**src/rtl/adder_tree_pkg.sv**
```systemverilog
// Shared types and helpers for the adder-tree sequencer: controller states and
// the pass-count helper used to size the reduction loop.
package adder_tree_pkg;

    typedef enum logic [1:0] {
        ST_IDLE   = 2'd0,
        ST_REDUCE = 2'd1,
        ST_DONE   = 2'd2
    } state_t;

    // Number of pairwise-halving passes needed to fold 2*num words into one.
    function automatic int passes_f(input int num);
        return $clog2(2 * num);
    endfunction

endpackage

```
**src/rtl/adder_tree_sequencer_if.sv**
```systemverilog
// Producer/consumer handshake bundle for the adder-tree sequencer.
// The master side drives operands and accepts results; the slave side is the sequencer.
interface adder_tree_sequencer_if #(
    parameter int DATA_WIDTH = 32,
    parameter int NUM        = 4
);
    logic                                in_valid;
    logic                                in_ready;
    logic [2*NUM-1:0][DATA_WIDTH-1:0]    in_data;
    logic                                in_last;
    logic                                out_valid;
    logic                                out_ready;
    logic [DATA_WIDTH-1:0]               out_data;
    logic                                busy;

    modport master (
        output in_valid, in_data, in_last, out_ready,
        input  in_ready, out_valid, out_data, busy
    );

    modport slave (
        input  in_valid, in_data, in_last, out_ready,
        output in_ready, out_valid, out_data, busy
    );
endinterface

```
**src/rtl/adder_tree_sequencer_adder_array.sv**
```systemverilog
// Bank of NUM combinational adders; lane gi sums the adjacent operand pair
// (2*gi, 2*gi+1), wrapping modulo 2^DATA_WIDTH.
module adder_array #(
    parameter int DATA_WIDTH = 32,
    parameter int NUM        = 4
) (
    input  logic [2*NUM-1:0][DATA_WIDTH-1:0] i_operands,
    output logic [NUM-1:0][DATA_WIDTH-1:0]   o_sums
);
    generate
        for (genvar gi = 0; gi < NUM; gi++) begin : g_lane
            assign o_sums[gi] = i_operands[2*gi] + i_operands[2*gi+1];
        end
    endgenerate
endmodule

```
**src/rtl/adder_tree_sequencer.sv**
```systemverilog
// Folds a 2*NUM-word vector to one sum by reusing a single adder_array over PASSES cycles.
// Optional macro ADDER_TREE_ACC_EN adds a cross-vector accumulator closed by in_last.
module adder_tree_sequencer
    import adder_tree_pkg::*;
#(
    parameter int DATA_WIDTH = 32,
    parameter int NUM        = 4
) (
    input  logic                  clk,
    input  logic                  rst,
    adder_tree_sequencer_if.slave io_bus
);
    localparam int PASSES = passes_f(NUM);
    localparam int CNT_W  = (PASSES > 1) ? $clog2(PASSES) : 1;
    localparam logic [CNT_W-1:0] LAST_PASS = CNT_W'(PASSES - 1);

    state_t                           r_state;
    logic [2*NUM-1:0][DATA_WIDTH-1:0] r_buf;
    logic [CNT_W-1:0]                 r_pass_cnt;
    logic                             r_out_valid;
    logic                             r_busy;

    logic [NUM-1:0][DATA_WIDTH-1:0]   w_sum;
    logic [2*NUM-1:0][DATA_WIDTH-1:0] w_pass_buf;
    logic                             w_in_ready;
    logic                             w_in_fire;
    logic                             w_out_fire;

    adder_array #(
        .DATA_WIDTH (DATA_WIDTH),
        .NUM        (NUM)
    ) u_adders (
        .i_operands (r_buf),
        .o_sums     (w_sum)
    );

    // Each pass packs the lane sums into the low half and zeroes the upper half.
    generate
        for (genvar gi = 0; gi < 2*NUM; gi++) begin : g_pass
            if (gi < NUM) begin : g_keep
                assign w_pass_buf[gi] = w_sum[gi];
            end else begin : g_clear
                assign w_pass_buf[gi] = '0;
            end
        end
    endgenerate

    assign w_in_ready = (r_state == ST_IDLE) || ((r_state == ST_DONE) && io_bus.out_ready);
    assign w_in_fire  = io_bus.in_valid && w_in_ready;
    assign w_out_fire = (r_state == ST_DONE) && io_bus.out_ready;

    assign io_bus.in_ready  = w_in_ready;
    assign io_bus.out_valid = r_out_valid;
    assign io_bus.out_data  = r_buf[0];
    assign io_bus.busy      = r_busy;

`ifdef ADDER_TREE_ACC_EN
    logic [DATA_WIDTH-1:0] r_acc;
    logic                  r_last;

    always_ff @(posedge clk or posedge rst) begin
        if (rst) begin
            r_acc  <= '0;
            r_last <= 1'b0;
        end else begin
            if (w_in_fire) begin
                r_last <= io_bus.in_last;
            end
            if (w_out_fire) begin
                r_acc <= '0;
            end else if ((r_state == ST_REDUCE) && (r_pass_cnt == LAST_PASS) && !r_last) begin
                r_acc <= r_acc + w_sum[0];
            end
        end
    end
`else
    logic w_unused_last;
    assign w_unused_last = io_bus.in_last;
`endif

    always_ff @(posedge clk or posedge rst) begin
        if (rst) begin
            r_state     <= ST_IDLE;
            r_buf       <= '0;
            r_pass_cnt  <= '0;
            r_out_valid <= 1'b0;
            r_busy      <= 1'b0;
        end else if (w_in_fire) begin
            // Covers both a load from IDLE and the bubble-free reload from DONE.
            r_buf       <= io_bus.in_data;
            r_pass_cnt  <= '0;
            r_state     <= ST_REDUCE;
            r_out_valid <= 1'b0;
            r_busy      <= 1'b1;
        end else begin
            case (r_state)
                ST_REDUCE: begin
                    r_buf      <= w_pass_buf;
                    r_pass_cnt <= r_pass_cnt + 1'b1;
                    if (r_pass_cnt == LAST_PASS) begin
`ifdef ADDER_TREE_ACC_EN
                        if (r_last) begin
                            r_buf[0]    <= w_sum[0] + r_acc;
                            r_state     <= ST_DONE;
                            r_out_valid <= 1'b1;
                        end else begin
                            r_state <= ST_IDLE;
                            r_busy  <= 1'b0;
                        end
`else
                        r_state     <= ST_DONE;
                        r_out_valid <= 1'b1;
`endif
                    end
                end
                ST_DONE: begin
                    if (io_bus.out_ready) begin
                        r_state     <= ST_IDLE;
                        r_out_valid <= 1'b0;
                        r_busy      <= 1'b0;
                    end
                end
                ST_IDLE: begin
                    r_state <= ST_IDLE;
                end
                default: begin
                    r_state     <= ST_IDLE;
                    r_out_valid <= 1'b0;
                    r_busy      <= 1'b0;
                end
            endcase
        end
    end
endmodule

```
**src/flat_wrapper.sv**
```systemverilog
// flat-port wrapper written by rule: the top's interface ports become plain ports
module adder_tree_sequencer_flat import adder_tree_pkg::*;
#(
    parameter int DATA_WIDTH = 32,
    parameter int NUM        = 4
)
  (clk, rst, io_bus_in_valid, io_bus_in_data, io_bus_in_last, io_bus_out_ready, io_bus_in_ready, io_bus_out_valid, io_bus_out_data, io_bus_busy);
  adder_tree_sequencer_if #(.DATA_WIDTH(DATA_WIDTH), .NUM(NUM)) io_bus_i ();
  input  logic clk;
  input  logic rst;
  input wire logic [$bits(io_bus_i.in_valid)-1:0] io_bus_in_valid;
  input wire logic [$bits(io_bus_i.in_data)-1:0] io_bus_in_data;
  input wire logic [$bits(io_bus_i.in_last)-1:0] io_bus_in_last;
  input wire logic [$bits(io_bus_i.out_ready)-1:0] io_bus_out_ready;
  output wire logic [$bits(io_bus_i.in_ready)-1:0] io_bus_in_ready;
  output wire logic [$bits(io_bus_i.out_valid)-1:0] io_bus_out_valid;
  output wire logic [$bits(io_bus_i.out_data)-1:0] io_bus_out_data;
  output wire logic [$bits(io_bus_i.busy)-1:0] io_bus_busy;
  assign io_bus_i.in_valid = io_bus_in_valid;
  assign io_bus_i.in_data = io_bus_in_data;
  assign io_bus_i.in_last = io_bus_in_last;
  assign io_bus_i.out_ready = io_bus_out_ready;
  assign io_bus_in_ready = io_bus_i.in_ready;
  assign io_bus_out_valid = io_bus_i.out_valid;
  assign io_bus_out_data = io_bus_i.out_data;
  assign io_bus_busy = io_bus_i.busy;
  adder_tree_sequencer #(.DATA_WIDTH(DATA_WIDTH), .NUM(NUM)) u_core (.clk(clk), .rst(rst), .io_bus(io_bus_i));
endmodule
```
**config.mk**
```make
export PLATFORM = sky130hd
export DESIGN_NAME = adder_tree_sequencer_flat
export DESIGN_NICKNAME = d
export VERILOG_FILES = /design/src/rtl/adder_tree_pkg.sv /design/src/rtl/adder_tree_sequencer_if.sv /design/src/rtl/adder_tree_sequencer_adder_array.sv /design/src/rtl/adder_tree_sequencer.sv /design/src/flat_wrapper.sv
export SDC_FILE = /design/constraint.sdc
export NUM_CORES = 1
export LEC_CHECK = 0
export CORE_MARGIN = 4
export CORE_UTILIZATION = 50
export CTS_BUF_LIST = sky130_fd_sc_hd__clkbuf_8
export DETAILED_ROUTE_END_ITERATION = 10
export GPL_TIMING_DRIVEN = 0
export PLACE_DENSITY_LB_ADDON = 0.05
export SYNTH_ARGS = -nofsm -noshare
export SYNTH_HDL_FRONTEND = slang
export SYNTH_SLANG_ARGS = --single-unit
```
**constraint.sdc**
```tcl
create_clock -name clk -period 15.37 [get_ports clk]
set_input_delay 4.611 -clock clk [delete_from_list [all_inputs] [get_ports clk]]
set_output_delay 4.611 -clock clk [all_outputs]
set_load 0.05 [all_outputs]
```
==> impl_metrics.toml <==
[status]
status = "complete, no violations"

[routing]
drt_iter0_markers = 1220
routed-via-count = 16500
routed_wl_um = 59000
final_antenna_net_count = 0
dr.pass1.iters = 5
drc = 0
drt-wirelength-per-cell_um = 20.9
viasPerCell = 5.86

[grt]
grt_pass1_vias = 16200
grt_max_degree = 130
grt_pass1_wl_um = 90200
overflow = 0
grt.total_usage_pct = 31.5
antenna_found_initial = 1

[cts]
cts_made_buffers = 48
path_clk_slew_ps = 60
htreeDepth = 2
cts_buffer_depth = 3
hold_buffers = 0
insertion_delay_ps = 630
root_buffer = "clkbuf_8"
cts_tree = "built"
cts.sink_count = 262
cts_resized = 0
cts_setup_buffers = 0

[timing]
slew_viol_final = 0
rsz0062_at_grt = "false"
skew_ps = 40.3
period_share_pct = 70.4
holdWs_ps = 503
period_minus_slack_ps = 10820
fmax_ghz = 0.0924
tns_ps = 0
hold_viol = 0
setup_viol = 0
slew_headroom_pct = 12.0
tightest_slew_ps = 1310

[critical_path]
r2r-start = "u_core.r_buf[192]"
cp_max_fo = 4
cpMaxStageDelayCell = "clkdlybuf4s50_1"
cpMostUsedCell = "clkdlybuf4s50_1"
reg2reg_to = "u_core.r_buf[126]"
crit_type = "primary input to primary output"
critical_path.endpoint_type = "primary output"
path_cells = "clkdlybuf4s50_1 -> nand2b_1 -> nor2b_1 -> clkdlybuf4s50_1"
r2r_slack_ps = 11660
crit_path_max_incr_delay_ps = 810
arrival_ps = 6210
reg2reg_depth = 11
worstPathRequired_ps = 10760
critPathLaunchType = "primary input"

[worst_hold_path]
hp-class = "flop to flop"
min_path_cells = 2
hold_end = "u_core.r_buf[239]"
hold_start = "u_core.r_buf[239]"

[layout]
nNetsFinal = 2720
fin_cells = 2817
area_delta_synth_final_pct = 26.9
final_layout_size_suffix_gt1_share_pct = 5.53

[placement]
placed_cells = 2728
place_congestion = 0.954
portBuffers = 294
dp_hpwl_um = 46100

[die]
ioPinCount = 296
dieArea_mm2 = 0.0370
core.rowCount = 67
die_w_um = 192
die_h_um = 192
core-area_mm2 = 0.0335
start_util_pct = 50.7

[job]
max_cap_violations = 0

[synthesis]
synth-main-ff-cell = "dfrtp_1"
synth.area.top_cells = "dfrtp_1, ha_1, nand2_1"
syn_inst = 1984
synthArstFlopShare_pct = 100
yosysSeqAreaShare_pct = 38.6
ys_types = 71
ys_seq_elements = 262
yosys_warnings = 0
synth_nets = 2374
yosysTopAreaCell = "dfrtp_1"
synth_area_per_cell_um2 = 8.57
synth-edff-count = 0
synth_area_mm2 = 0.0170
synth_top_cell_area_share_pct = 38.6

[power_and_ir_drop]
ir_worst_vdd_v = 0.000122
p_leak_uw = 0.0102
cellPowerDensity_mw_per_mm2 = 258
==> logic make-up (layout without fill, tap and decap cells) <==
family / count (synthesis) / in the layout / share of synthesized area [%]
mux: 13 / 13 / 0.787
flops: 262 / 262 / 38.6
simple gates: 737 / 737 / 19.2
xor+xnor: 103 / 103 / 5.31
fa+ha+maj: 129 / 129 / 9.67
other cells: 0 / 1 / 0
buf+inv: 170 / 554 / 4.46
compound gates: 570 / 570 / 22.0
==> worst max path at each step <==
stage | start | cells past startpoint | endpoint | slack (ps)
floorplan | rst | 1 | u_core.io_bus.busy | 3550
global placement | rst | 2 | u_core.r_buf[212] | 260
detailed placement | io_bus_out_ready | 4 | io_bus_in_ready | 4550
CTS | io_bus_out_ready | 4 | io_bus_in_ready | 4540
global route | io_bus_out_ready | 4 | io_bus_in_ready | 4480
finish | io_bus_out_ready | 4 | io_bus_in_ready | 4550
==> per-layer routing <==
| metal | GRT usage (%) | wire, µm | vias to the layer above | share of wire [%] |
|---|---|---|---|---|
| li1 | - | - | 7790 | - |
| met1 | 43.0 | 25400 | 7945 | 43 |
| met2 | 50.4 | 27100 | 643 | 46 |
| met3 | 6.02 | 4310 | 124 | 7.3 |
| met4 | 11.1 | 2140 | 2 | 3.6 |
| met5 | 0 | 14 | - | 0.024 |
==> layout make-up <==
class,instances,area (µm²)
diodes,1,2.50
plain buffers,142,653
clock buffers,63,867
clock inverters,25,139
fillers,2998,12000
inverters,28,113
multi-input cells,1552,9690
flip-flops and latches,262,6560
well taps,448,561
repair buffers,296,3000
==> report_power, final <==
group          switching [µW]  internal (µW)  total [µW]
Combinational            2210           1350        3560
Clock                     313            383         696
Sequential                273           1040        1310
Total                    2800           2770        5570
==> critical path, delay by kind of cell <==
family | cells | cell delay, ps
buf+inv | 2 | 1290
simple gates | 2 | 310
==> state kept, by name, indices dropped and copies added, names as in the netlist <==
signal and cells:
u_core.io_bus.busy 1, u_core.r_state 2, u_core.io_bus.out_data 32, u_core.r_pass_cnt 2
u_core.r_buf 224, u_core.io_bus.out_valid 1
==> synthesized netlist by cell type (all sizes together), types with 16 or more instances <==
| cell type | instances |
|---|---|
| nand2 | 396 |
| dfrtp | 262 |
| o21ai | 153 |
| nand3 | 149 |
| ha | 125 |
| a21oi | 110 |
| clkbuf | 93 |
| a22oi | 75 |
| a21o | 72 |
| nor2 | 71 |
| xnor2 | 65 |
| buf | 49 |
| a31oi | 42 |
| xor2 | 38 |
| inv | 28 |
| and3 | 22 |
| a211oi | 19 |
| nand4 | 18 |
| nor2b | 18 |
| nor3 | 18 |
| nand2b | 16 |
==> through the flow <==
stage / power [µW] / utilization [%] / setup slack, ps / area, µm²
after detailed placement: 4810 / 61.3 / 4550 / 20600
final: 5570 / 64.3 / 4550 / 21600
after global routing: 6000 / 64.3 / 4480 / 21600
after CTS: 5540 / 64.3 / 4540 / 21600
after global placement: 4760 / 61.1 / 258 / 20500
after floorplan: 3740 / - / 3550 / 17000
==> layout by cell type, fill, tap and decap left out, types with 5 or more instances in the layout <==
cell               n
buf_1             17
xnor2_1           65
nor4_1             6
nand3_1          149
o21bai_1          15
o211ai_1           5
a21oi_1          110
o22ai_1            7
clkbuf_1          93
clkdlybuf4s50_1  294
nand2b_1          16
o21ai_0          137
clkinv_2           9
a211oi_1          15
dfrtp_1          262
xor2_1            38
a22oi_1           75
nor2_1            71
a221oi_1           8
nor3_1            18
a21o_1            72
clkbuf_8          63
o21a_1             8
mux2i_1           10
o21ai_1           14
a31oi_1           41
a221o_1            8
nor2b_1           18
inv_1             40
nand4_1           18
nand2_1          396
and3_1            22
ha_1             125
and2_1             6
buf_4             32
o31ai_1            7
No activity file was read; power rests on OpenSTA's default activity.
